File: config.mk
export PLATFORM = sky130hd
export DESIGN_NAME = generic_hscan_mon_flat
export DESIGN_NICKNAME = d
export VERILOG_FILES = /design/src/rtl/generic_hscan_mon_if.sv /design/src/rtl/generic_hscan_mon.sv /design/src/flat_wrapper.sv
export SDC_FILE = /design/constraint.sdc
export NUM_CORES = 1
export LEC_CHECK = 0
export ABC_AREA = 1
export CORE_MARGIN = 10
export CORE_UTILIZATION = 57
export DETAILED_ROUTE_END_ITERATION = 8
export HOLD_SLACK_MARGIN = 0.06
export PLACE_DENSITY = 0.85
export RECOVER_POWER = 25
export SYNTH_ARGS = -nofsm -noshare
export SYNTH_HDL_FRONTEND = slang
export SYNTH_SLANG_ARGS = --single-unit
File: constraint.sdc
create_clock -name clk_i -period 7.25 [get_ports clk_i]
set_input_delay 1.45 -clock clk_i [delete_from_list [all_inputs] [get_ports clk_i]]
set_output_delay 1.45 -clock clk_i [all_outputs]
set_load 0.02 [all_outputs]
File: src/rtl/generic_hscan_mon_if.sv
// Shared CS/CMD/BURST bus: the initiator side drives it, the monitor only observes it.
interface generic_hscan_mon_if #(
    parameter int ADDR_WIDTH = 32,
    parameter int DATA_WIDTH = 32,
    parameter int NUM_CH     = 4
);
    logic [NUM_CH-1:0]     cs;
    logic                  cmd;
    logic [7:0]            prio;
    logic [7:0]            burst;
    logic [2:0]            size;
    logic [ADDR_WIDTH-1:0] addr;
    logic [DATA_WIDTH-1:0] wdata;
    logic [DATA_WIDTH-1:0] rdata;
    logic                  status;

    modport master (output cs, cmd, prio, burst, size, addr, wdata, rdata, status);
    modport slave  (input  cs, cmd, prio, burst, size, addr, wdata, rdata, status);
endinterface

File: src/rtl/generic_hscan_mon.sv
// Passive burst monitor: tracks each CS/CMD/BURST transaction and queues one record per burst.
// Define GENERIC_HSCAN_MON_CSUM_EN to report the XOR of all beat data instead of the last beat.
//
// state  | meaning
// S_IDLE | waiting for a chip-select; zero-length bursts are recorded here directly
// S_DATA | counting beats of the captured burst until complete or timed out
module generic_hscan_mon #(
    parameter int ADDR_WIDTH = 32,
    parameter int DATA_WIDTH = 32,
    parameter int NUM_CH     = 4,
    parameter int FIFO_DEPTH = 8,
    parameter int TIMEOUT    = 256,
    localparam int CH_W      = (NUM_CH > 1) ? $clog2(NUM_CH) : 1
) (
    input  logic                  clk_i,
    input  logic                  rst_i,
    generic_hscan_mon_if.slave    bus,
    output logic                  rec_valid_o,
    input  logic                  rec_ready_i,
    output logic [CH_W-1:0]       rec_ch_o,
    output logic                  rec_cmd_o,
    output logic [ADDR_WIDTH-1:0] rec_addr_o,
    output logic [7:0]            rec_burst_o,
    output logic [7:0]            rec_beats_o,
    output logic [7:0]            rec_bytes_o,
    output logic [DATA_WIDTH-1:0] rec_data_o,
    output logic [2:0]            rec_flags_o,
    output logic [15:0]           ovf_cnt_o,
    output logic                  busy_o
);
    localparam int PTR_W = $clog2(FIFO_DEPTH);
    localparam int TMR_W = (TIMEOUT > 1) ? $clog2(TIMEOUT + 1) : 1;

    typedef enum logic {S_IDLE, S_DATA} state_e;

    typedef struct packed {
        logic [CH_W-1:0]       ch;
        logic                  cmd;
        logic [ADDR_WIDTH-1:0] addr;
        logic [7:0]            burst;
        logic [7:0]            beats;
        logic [7:0]            bytes;
        logic [DATA_WIDTH-1:0] data;
        logic [2:0]            flags;
    } rec_t;

    state_e           state_q, state_d;
    rec_t             ctx_q, ctx_d;
    logic [TMR_W-1:0] tmr_q, tmr_d;
    logic             push;
    rec_t             push_rec;
    logic [CH_W-1:0]  cs_idx;
    logic             multi_cs;
    logic [DATA_WIDTH-1:0] beat_word, fold;
    logic             unused_prio;

    assign unused_prio = ^bus.prio;
    assign multi_cs    = (bus.cs & (bus.cs - NUM_CH'(1))) != '0;
    assign beat_word   = ctx_q.cmd ? bus.wdata : bus.rdata;

`ifdef GENERIC_HSCAN_MON_CSUM_EN
    assign fold = ctx_q.data ^ beat_word;
`else
    assign fold = beat_word;
`endif

    // Downward scan so the lowest set chip-select wins.
    always_comb begin
        cs_idx = '0;
        for (int i = NUM_CH - 1; i >= 0; i--) begin
            if (bus.cs[i]) cs_idx = CH_W'(i);
        end
    end

    always_ff @(posedge clk_i or posedge rst_i) begin
        if (rst_i) begin
            state_q <= S_IDLE;
            ctx_q   <= '0;
            tmr_q   <= '0;
        end else begin
            state_q <= state_d;
            ctx_q   <= ctx_d;
            tmr_q   <= tmr_d;
        end
    end

    // Timer counts down from TIMEOUT; the idle-cycle limit is hit when it would leave 1.
    always_comb begin
        state_d  = state_q;
        ctx_d    = ctx_q;
        tmr_d    = tmr_q;
        push     = 1'b0;
        push_rec = ctx_q;
        case (state_q)
            S_IDLE: begin
                if (|bus.cs) begin
                    ctx_d.ch    = cs_idx;
                    ctx_d.cmd   = bus.cmd;
                    ctx_d.addr  = bus.addr;
                    ctx_d.burst = bus.burst;
                    ctx_d.beats = 8'd0;
                    ctx_d.bytes = 8'd1 << bus.size;
                    ctx_d.data  = '0;
                    ctx_d.flags = {multi_cs, bus.burst == 8'd0, 1'b0};
                    tmr_d       = TMR_W'(TIMEOUT);
                    if (bus.burst == 8'd0) begin
                        push     = 1'b1;
                        push_rec = ctx_d;
                    end else begin
                        state_d = S_DATA;
                    end
                end
            end
            S_DATA: begin
                if (bus.status) begin
                    ctx_d.beats = ctx_q.beats + 8'd1;
                    ctx_d.data  = fold;
                    tmr_d       = TMR_W'(TIMEOUT);
                    if (ctx_d.beats == ctx_q.burst) begin
                        push     = 1'b1;
                        push_rec = ctx_d;
                        state_d  = S_IDLE;
                    end
                end else if (TIMEOUT != 0) begin
                    tmr_d = tmr_q - TMR_W'(1);
                    if (tmr_q == TMR_W'(1)) begin
                        push              = 1'b1;
                        push_rec.flags[0] = 1'b1;
                        state_d           = S_IDLE;
                    end
                end
            end
            default: state_d = S_IDLE;
        endcase
    end

    rec_t           mem_q [FIFO_DEPTH];
    rec_t           head;
    logic [PTR_W:0] wr_q, rd_q;
    logic [15:0]    ovf_q;
    logic           empty, full, pop, wr_en;

    assign empty = wr_q == rd_q;
    assign full  = (wr_q[PTR_W] != rd_q[PTR_W]) && (wr_q[PTR_W-1:0] == rd_q[PTR_W-1:0]);
    assign pop   = !empty && rec_ready_i;
    // A simultaneous pop frees the slot, so a full FIFO still accepts the push.
    assign wr_en = push && (!full || pop);

    always_ff @(posedge clk_i) begin
        if (wr_en) mem_q[wr_q[PTR_W-1:0]] <= push_rec;
    end

    always_ff @(posedge clk_i or posedge rst_i) begin
        if (rst_i) begin
            wr_q  <= '0;
            rd_q  <= '0;
            ovf_q <= '0;
        end else begin
            if (wr_en) wr_q <= wr_q + (PTR_W+1)'(1);
            if (pop)   rd_q <= rd_q + (PTR_W+1)'(1);
            if (push && !wr_en && ovf_q != 16'hFFFF) ovf_q <= ovf_q + 16'd1;
        end
    end

    assign head        = empty ? '0 : mem_q[rd_q[PTR_W-1:0]];
    assign rec_valid_o = !empty;
    assign rec_ch_o    = head.ch;
    assign rec_cmd_o   = head.cmd;
    assign rec_addr_o  = head.addr;
    assign rec_burst_o = head.burst;
    assign rec_beats_o = head.beats;
    assign rec_bytes_o = head.bytes;
    assign rec_data_o  = head.data;
    assign rec_flags_o = head.flags;
    assign ovf_cnt_o   = ovf_q;
    assign busy_o      = state_q == S_DATA;
endmodule

File: src/flat_wrapper.sv
// flat-port wrapper written by rule: the top's interface ports become plain ports
module generic_hscan_mon_flat 
#(
    parameter int ADDR_WIDTH = 32,
    parameter int DATA_WIDTH = 32,
    parameter int NUM_CH     = 4,
    parameter int FIFO_DEPTH = 8,
    parameter int TIMEOUT    = 256,
    localparam int CH_W      = (NUM_CH > 1) ? $clog2(NUM_CH) : 1
)
  (clk_i, rst_i, rec_valid_o, rec_ready_i, rec_ch_o, rec_cmd_o, rec_addr_o, rec_burst_o, rec_beats_o, rec_bytes_o, rec_data_o, rec_flags_o, ovf_cnt_o, busy_o, bus_cs, bus_cmd, bus_prio, bus_burst, bus_size, bus_addr, bus_wdata, bus_rdata, bus_status);
  generic_hscan_mon_if #(.ADDR_WIDTH(ADDR_WIDTH), .DATA_WIDTH(DATA_WIDTH), .NUM_CH(NUM_CH)) bus_i ();
  input  logic clk_i;
  input  logic rst_i;
  output logic rec_valid_o;
  input  logic rec_ready_i;
  output logic [CH_W-1:0] rec_ch_o;
  output logic rec_cmd_o;
  output logic [ADDR_WIDTH-1:0] rec_addr_o;
  output logic [7:0] rec_burst_o;
  output logic [7:0] rec_beats_o;
  output logic [7:0] rec_bytes_o;
  output logic [DATA_WIDTH-1:0] rec_data_o;
  output logic [2:0] rec_flags_o;
  output logic [15:0] ovf_cnt_o;
  output logic busy_o;
  input wire logic [$bits(bus_i.cs)-1:0] bus_cs;
  input wire logic [$bits(bus_i.cmd)-1:0] bus_cmd;
  input wire logic [$bits(bus_i.prio)-1:0] bus_prio;
  input wire logic [$bits(bus_i.burst)-1:0] bus_burst;
  input wire logic [$bits(bus_i.size)-1:0] bus_size;
  input wire logic [$bits(bus_i.addr)-1:0] bus_addr;
  input wire logic [$bits(bus_i.wdata)-1:0] bus_wdata;
  input wire logic [$bits(bus_i.rdata)-1:0] bus_rdata;
  input wire logic [$bits(bus_i.status)-1:0] bus_status;
  assign bus_i.cs = bus_cs;
  assign bus_i.cmd = bus_cmd;
  assign bus_i.prio = bus_prio;
  assign bus_i.burst = bus_burst;
  assign bus_i.size = bus_size;
  assign bus_i.addr = bus_addr;
  assign bus_i.wdata = bus_wdata;
  assign bus_i.rdata = bus_rdata;
  assign bus_i.status = bus_status;
  generic_hscan_mon #(.ADDR_WIDTH(ADDR_WIDTH), .DATA_WIDTH(DATA_WIDTH), .NUM_CH(NUM_CH), .FIFO_DEPTH(FIFO_DEPTH), .TIMEOUT(TIMEOUT)) u_core (.clk_i(clk_i), .rst_i(rst_i), .bus(bus_i), .rec_valid_o(rec_valid_o), .rec_ready_i(rec_ready_i), .rec_ch_o(rec_ch_o), .rec_cmd_o(rec_cmd_o), .rec_addr_o(rec_addr_o), .rec_burst_o(rec_burst_o), .rec_beats_o(rec_beats_o), .rec_bytes_o(rec_bytes_o), .rec_data_o(rec_data_o), .rec_flags_o(rec_flags_o), .ovf_cnt_o(ovf_cnt_o), .busy_o(busy_o));
endmodule
-- After elaboration in Yosys (flattened, before gate mapping)
Memories as Yosys holds them, arrays and structs flattened.
Index checks and enable logic that the tools add are counted.
- bits in registers: 127
- bits in writable memories: 752
- output and inout port bits: 112
- memories: 1
- add/subtract/negate cells: 6
- equality and inequality tests: 8
- shift-type cells: 1
- mux-type cells: 34
- bitwise gates (word level): 2
- reductions and logical operators: 14
- memory list (name ; depth ; bits a word ; read ports ; clocked after Yosys merged registers in ; wr ports ; line ; source):
    u_core.mem_q ; 8 ; 94 ; 1 ; 0 ; 1 ; generic_hscan_mon.sv:137 ; rec_t mem_q [FIFO_DEPTH];
- operators by type and width (kind ; number):
    $mux 94 ; 3
    $pmux 94 s2 ; 1
    $mux 51 ; 2
    $mux 32 ; 2
    $pmux 32 s2 ; 1
    $mux 50 ; 1
    $mux 9 ; 2
    $pmux 9 s2 ; 1
    $add 16x1->16 const B ; 1
    $ne 16x16->1 const B ; 1
    $pmux 8 s2 ; 1
    $mux 1 ; 13
    $eq 9x1->1 const B ; 1
    $sub 9x1->9 const B ; 1
    $add 4x1->4 const B ; 2
    $add 8x1->8 const B ; 1
    $eq 8x8->1 ; 1
    $logic_not 8->1 ; 1
    $mux 2 ; 4
    $mux 8 ; 1
    $shl 1x3->8 const A ; 1
    $logic_and 1x1->1 ; 5
    $and 4x4->4 ; 1
    $eq 4x4->1 ; 1
    12 further kinds ; 16

-- Depth between registers and ports, before layout
- depth in word-level cells: 9
- mapped depth: 15

-- Worst setup path before layout
Ideal clock, no wire load.
- path type: input-to-reg
- start point: input bus_burst[7]
- end point: memory u_core.mem_q[0][0] (netlist name), enable pin
- setup time: 0.548 ns
- arrival time: 6.357 ns
- required time: 6.702 ns
- setup slack: 0.345 ns
- stages on the path: 8
- buffers on the path: 1
- path through: nor4_1 -> nand2_1 -> nor2_1 -> nor2_1 -> nand2_4 -> buf_6 -> nand3_2 -> nor2_1
- cells in the longest elaborated chain, start to end: 7
- RTL lines (element ; line ; source):
    start, declared ; flat_wrapper.sv:30 ; input wire logic [$bits(bus_i.burst)-1:0] bus_burst;
    $logic_not 8->1 ; generic_hscan_mon.sv:106 ; if (bus.burst == 8'd0) begin
    $mux 1 ; generic_hscan_mon.sv:106 ;
    $mux 1 ; generic_hscan_mon.sv:96 ; if (|bus.cs) begin
    $pmux 1 s2 ; generic_hscan_mon.sv:94 ; case (state_q)
    $logic_and 1x1->1 ; generic_hscan_mon.sv:147 ; assign wr_en = push && (!full || pop);
    $mux 1 ; generic_hscan_mon.sv:150 ; if (wr_en) mem_q[wr_q[PTR_W-1:0]] <= push_rec;
    $mux 1 (implied by the code) ; generic_hscan_mon.sv:150 ;
    end, declared ; generic_hscan_mon.sv:137 ;
Every way passes these cells.

-- Worst setup path after layout
- start point: register u_core.rd_q[1]
- end point: output rec_bytes_o[4]
- cells in the longest elaborated chain, start to end: 2
- elaborated cells between the ends (all ways): 3
- classes of those cells: eq/ne (1); mux (1); memory (1)
- RTL lines (element ; line ; source):
    start, declared ; generic_hscan_mon.sv:139 ; logic [PTR_W:0] wr_q, rd_q;
    start signal, assigned ; generic_hscan_mon.sv:160 ; if (pop) rd_q <= rd_q + (PTR_W+1)'(1);
    $mem_v2 8x94 or $eq 4x4->1 (tied branches) ; n/a ;
    $mux 94 (*) ; generic_hscan_mon.sv:165 ; assign head = empty ? '0 : mem_q[rd_q[PTR_W-1:0]];
    end, declared ; flat_wrapper.sv:22 ; output logic [7:0] rec_bytes_o;
Mark *: on every way between the ends. The rest lies on a longest branch, timed or not.

==> parameters.txt <==
Parameter                              Value

Power and ir drop
  Int Power ... about 11 mW
  Power, Total ... 18.26 mW
  Peak supply drop ... between 0.0005 and 0.0006 V
  Sequential Power Share ... a little under two fifths
  Switching power as a share of total power ... a little under two fifths
  Clk network pwr share ... 25.2%
  Switching pwr ... 6.806 mW
  Total power divided by cell area ... 430.4 nW/um^2
  Share of total power in combinational logic ... a little under two fifths
  Leakage power summed over all cells ... 15.15 nW

Placement
  Area post-placement ... 39510 sq um
  Detailed placer's ending HPWL ... around 49000 um
  Port-buffer cells ... between 200 and 250
  Number of placed instances with taps included ... roughly 4.1k
  Post-Place Setup Slack ... 1829 ps
  Final weighted congestion of routability-driven global placement ... 0.8588

Global routing
  Number of antenna violations at the first check in global routing ... 4
  Maximum number of pins on one net before global-route repair ... roughly 220
  Via count of the first global-routing pass ... ~26k
  Global-route usage over all layers ... 24.50%
  Global-route wire length before repair ... 143500 um
  Overall overflow remaining after global route ... 0

Synthesis
  Distinct cells, synth ... 42
  Synth cell count leaders ... 752 x sky130_fd_sc_hd__edfxtp_1, 609 x sky130_fd_sc_hd__nor2_1, 574 x sky130_fd_sc_hd__o21ai_0, 308 x sky130_fd_sc_hd__nand2_1, 149 x sky130_fd_sc_hd__clkbuf_1
  Post-Syn Nets ... 3325
  Post-synthesis area per instance ... 11.47 sq um
  Leading post-synthesis cells by cell area ... sky130_fd_sc_hd__edfxtp_1 62%, sky130_fd_sc_hd__dfrtp_1 8.7%, sky130_fd_sc_hd__o21ai_0 7.8%
  Number of enable-type register cells in the synthesized netlist ... roughly 750
  Post-synthesis sequential element count ... 879
  Synthesis Warnings ... 0
  Share of flip-flops with an asynchronous set or reset after synthesis ... ~14%
  Post-synthesis cell count ... 3195
  Cell type contributing the most total cell area after synthesis ... sky130_fd_sc_hd__edfxtp_1
  Combined area of all synthesized cells ... 36640 sq um
  Share of the synthesized area in the top cell type ... between 60% and 70%
  Prevailing post-synth register cell ... sky130_fd_sc_hd__edfxtp_1
  Top-count cell post-synth ... sky130_fd_sc_hd__edfxtp_1
  Proportion of synthesized chip area in sequential cells ... between 70 and 80%

STA
  Max-slew violation count ... 213
  Share of the clock period used by the worst path after layout ... 89.07%
  Unrepaired setup endpoints after global routing ... false
  Hold violation total from the final report ... 0
  Max Clock Skew ... between 20 and 25 ps
  Final setup violation count ... 0
  Actual transition at the worst max-transition pin ... around 3000 ps
  Slew margin rel. ... -97.70%
  Maximum clock rate ... 0.1549 GHz
  Final critical-path required period ... around 6500 ps
  Setup TNS ... 0 ps
  Setup ws final ... 792.7 ps
  Fin Hold WS ... 485.5 ps

Final layout
  Layout Utilization ... 67.00%
  FF/Latch Area ... roughly 26000 sq um
  Syn-to-layout area delta ... 15.78%
  Share of post-route cells with drive strength above 1 ... 6.134%
  Number of non-filler instances in the completed layout ... 4255
  Cell area after layout ... between 40000 and 50000 sq um
  Fill cell count ... between 4k and 5k
  Total number of nets in the final design ... 3463
  Footprint of the multi-input gates ... between 9000 and 10000 sq um

Clocking
  Number of buffers inserted by hold repair at cts ... 0
  Number of clock sinks ... 879
  Clock-pin slew reported for the worst setup and hold paths after clock tree synthesis ... around 60 ps
  Number of buffers added by the clock tree synthesis step ... 87
  Maximum level of the CTS H-tree ... 3
  Total of cells resized after clock tree synthesis ... 0
  Clock insertion delay at the later pin of the skew report ... 640 ps
  Root buf cell ... sky130_fd_sc_hd__clkbuf_16
  TritonCTS clock tree ... built
  Setup repair bufs after CTS ... 0
  Number of buffers on the longest clock path ... 3

Drt
  Remaining design rule violation count ... 0
  Wire length reported by the detailed router ... 94120 um
  Starting DRC count in detailed routing ... 3034
  Post-detailed-route wirelength per cell ... 22.12 um
  Number of detailed-routing iterations run before antenna repair ... 6
  Antenna viol nets, final ... 0
  Number of vias after detailed routing ... ~26k
  Vias per inst ... 6.101

Setup path
  Worst setup path category ... reg -> out
  Cells traversed along the worst timing path ... inv_6 -> nand2_1 -> nand4_1 -> nor2_1 -> inv_1 -> nor2_1 -> inv_2 -> buf_4 -> o21ai_0 -> a31oi_1 -> clkdlybuf4s50_1
  Cell repeated most along the worst path ... sky130_fd_sc_hd__nor2_1
  Largest delay contributor family on the critical path ... buffers and inverters
  Delay contributed by the slowest stage of the critical path ... ~940 ps
  Critical Path Start ... u_core.rd_q[1]
  Bufs and invs on worst path ... 5
  Data arrival at the endpoint of the critical path ... 5010 ps
  CP max FO ... around 120
  Worst reg2reg path startpoint ... u_core.busy_o
  Kind of end point of the critical path ... output port
  Required time at the worst-slack endpoint ... approximately 5800 ps
  Slowest stage cell, crit path ... sky130_fd_sc_hd__inv_6
  Startpoint type of the worst setup path ... flip-flop

Floorplanning
  Number of standard-cell rows in the floorplan ... 92
  I/O pin total ... 236
  Die height ... 273.5 um
  Initial core utilization ... 57.87%
  Area of the core region ... around 63000 sq um
  Die Wd ... around 270 um
  Die Footprint ... 74810 sq um

Min path
  Launch point of the worst hold path ... u_core.ctx_q[60]
  Worst min-delay path class ... reg -> reg

Run
  Number of violations of the max-capacitance limit ... 5

Run status
  Violations in the final reports ... capacitance limit, slew limit
  Run status ... complete, but fails checks
## layer usage
layer | track usage, % | share of wire (%)
met1 | 31.07 | 38
met2 | 40.70 | 49
met3 | 5.677 | 10
met4 | 9.116 | 2.9
met5 | 0 | 0.055
## power by group through the flow
stage | logic [mW] | registers (mW) | clock network [mW]
final | 6.93 | 6.72 | 4.60
after global routing | 7.53 | 6.76 | 4.85
after CTS | 6.91 | 6.72 | 4.64
after detailed placement | 6.82 | 6.82 | 0
after global placement | 6.62 | 6.79 | 0
after floorplan | 4.33 | 6.68 | 0
## area by class of cell
cell class,count,area share [%]
tap,846,2.496
clock buffer,110,5.501
sequential,879,60.75
inverter,133,1.227
timing repair buffer,264,6.133
clock inverter,53,1.463
antenna,2,0.01180
multi-input combinational,1968,22.42
## cell usage in the layout (no fill, tap or decap), drive strengths merged, types with 2 or more instances in the layout
master         count
a21oi              5
a31oi             94
buf               34
bufinv            11
clkbuf           113
clkdlybuf4s50    208
clkinv            35
clkinvlp           7
dfrtp            127
diode              2
dlygate4sd3       19
edfxtp           752
ha                 6
inv              133
mux2i             32
nand2            315
nand3            105
nand4             22
nor2             615
nor3              18
nor4               5
o211ai             3
o21ai            581
o22ai            134
o32ai              2
xnor2              8
xor2              19
## logic make-up (layout without fill, tap and decap cells)
family	count (synthesis)	in the layout	share of synthesized area, %
AOI/OAI and AO/OA	821	821	12.07
xor gates and xnor gates	27	27	0.6455
adders and majority gates	6	6	0.2049
buffers and inverters	348	560	3.798
DFF	879	879	70.31
muxes	32	32	0.8743
other	0	2	0
and+or+nand+nor	1082	1082	12.09
## sequential cells by signal, indices dropped and copies added (netlist names)
signal            flops
u_core.mem_q        752
u_core.ctx_q         93
u_core.ovf_cnt_o     16
u_core.tmr_q          9
u_core.rd_q           4
u_core.wr_q           4
u_core.busy_o         1
## worst min-delay path, stage by stage, from the launching register on
cell and delay, ps:
sky130_fd_sc_hd__dfrtp_1 340, sky130_fd_sc_hd__nand2_1 50, sky130_fd_sc_hd__o21ai_0 60
## path summary, 6_finish.rpt
kind / endpoint / slack (ps) / cells past startpoint
max in group asynchronous: u_core.ctx_q[17] / 1560 / 3
min: u_core.ctx_q[60] / 490 / 2
min reg2reg: u_core.ctx_q[60] / 490 / 2
max: rec_bytes_o[4] / 790 / 11
min in group asynchronous: u_core.ovf_cnt_o[11] / 2000 / 2
max reg2reg: u_core.mem_q[7][42] / 2080 / 9
No activity file was read; power rests on OpenSTA's default activity.
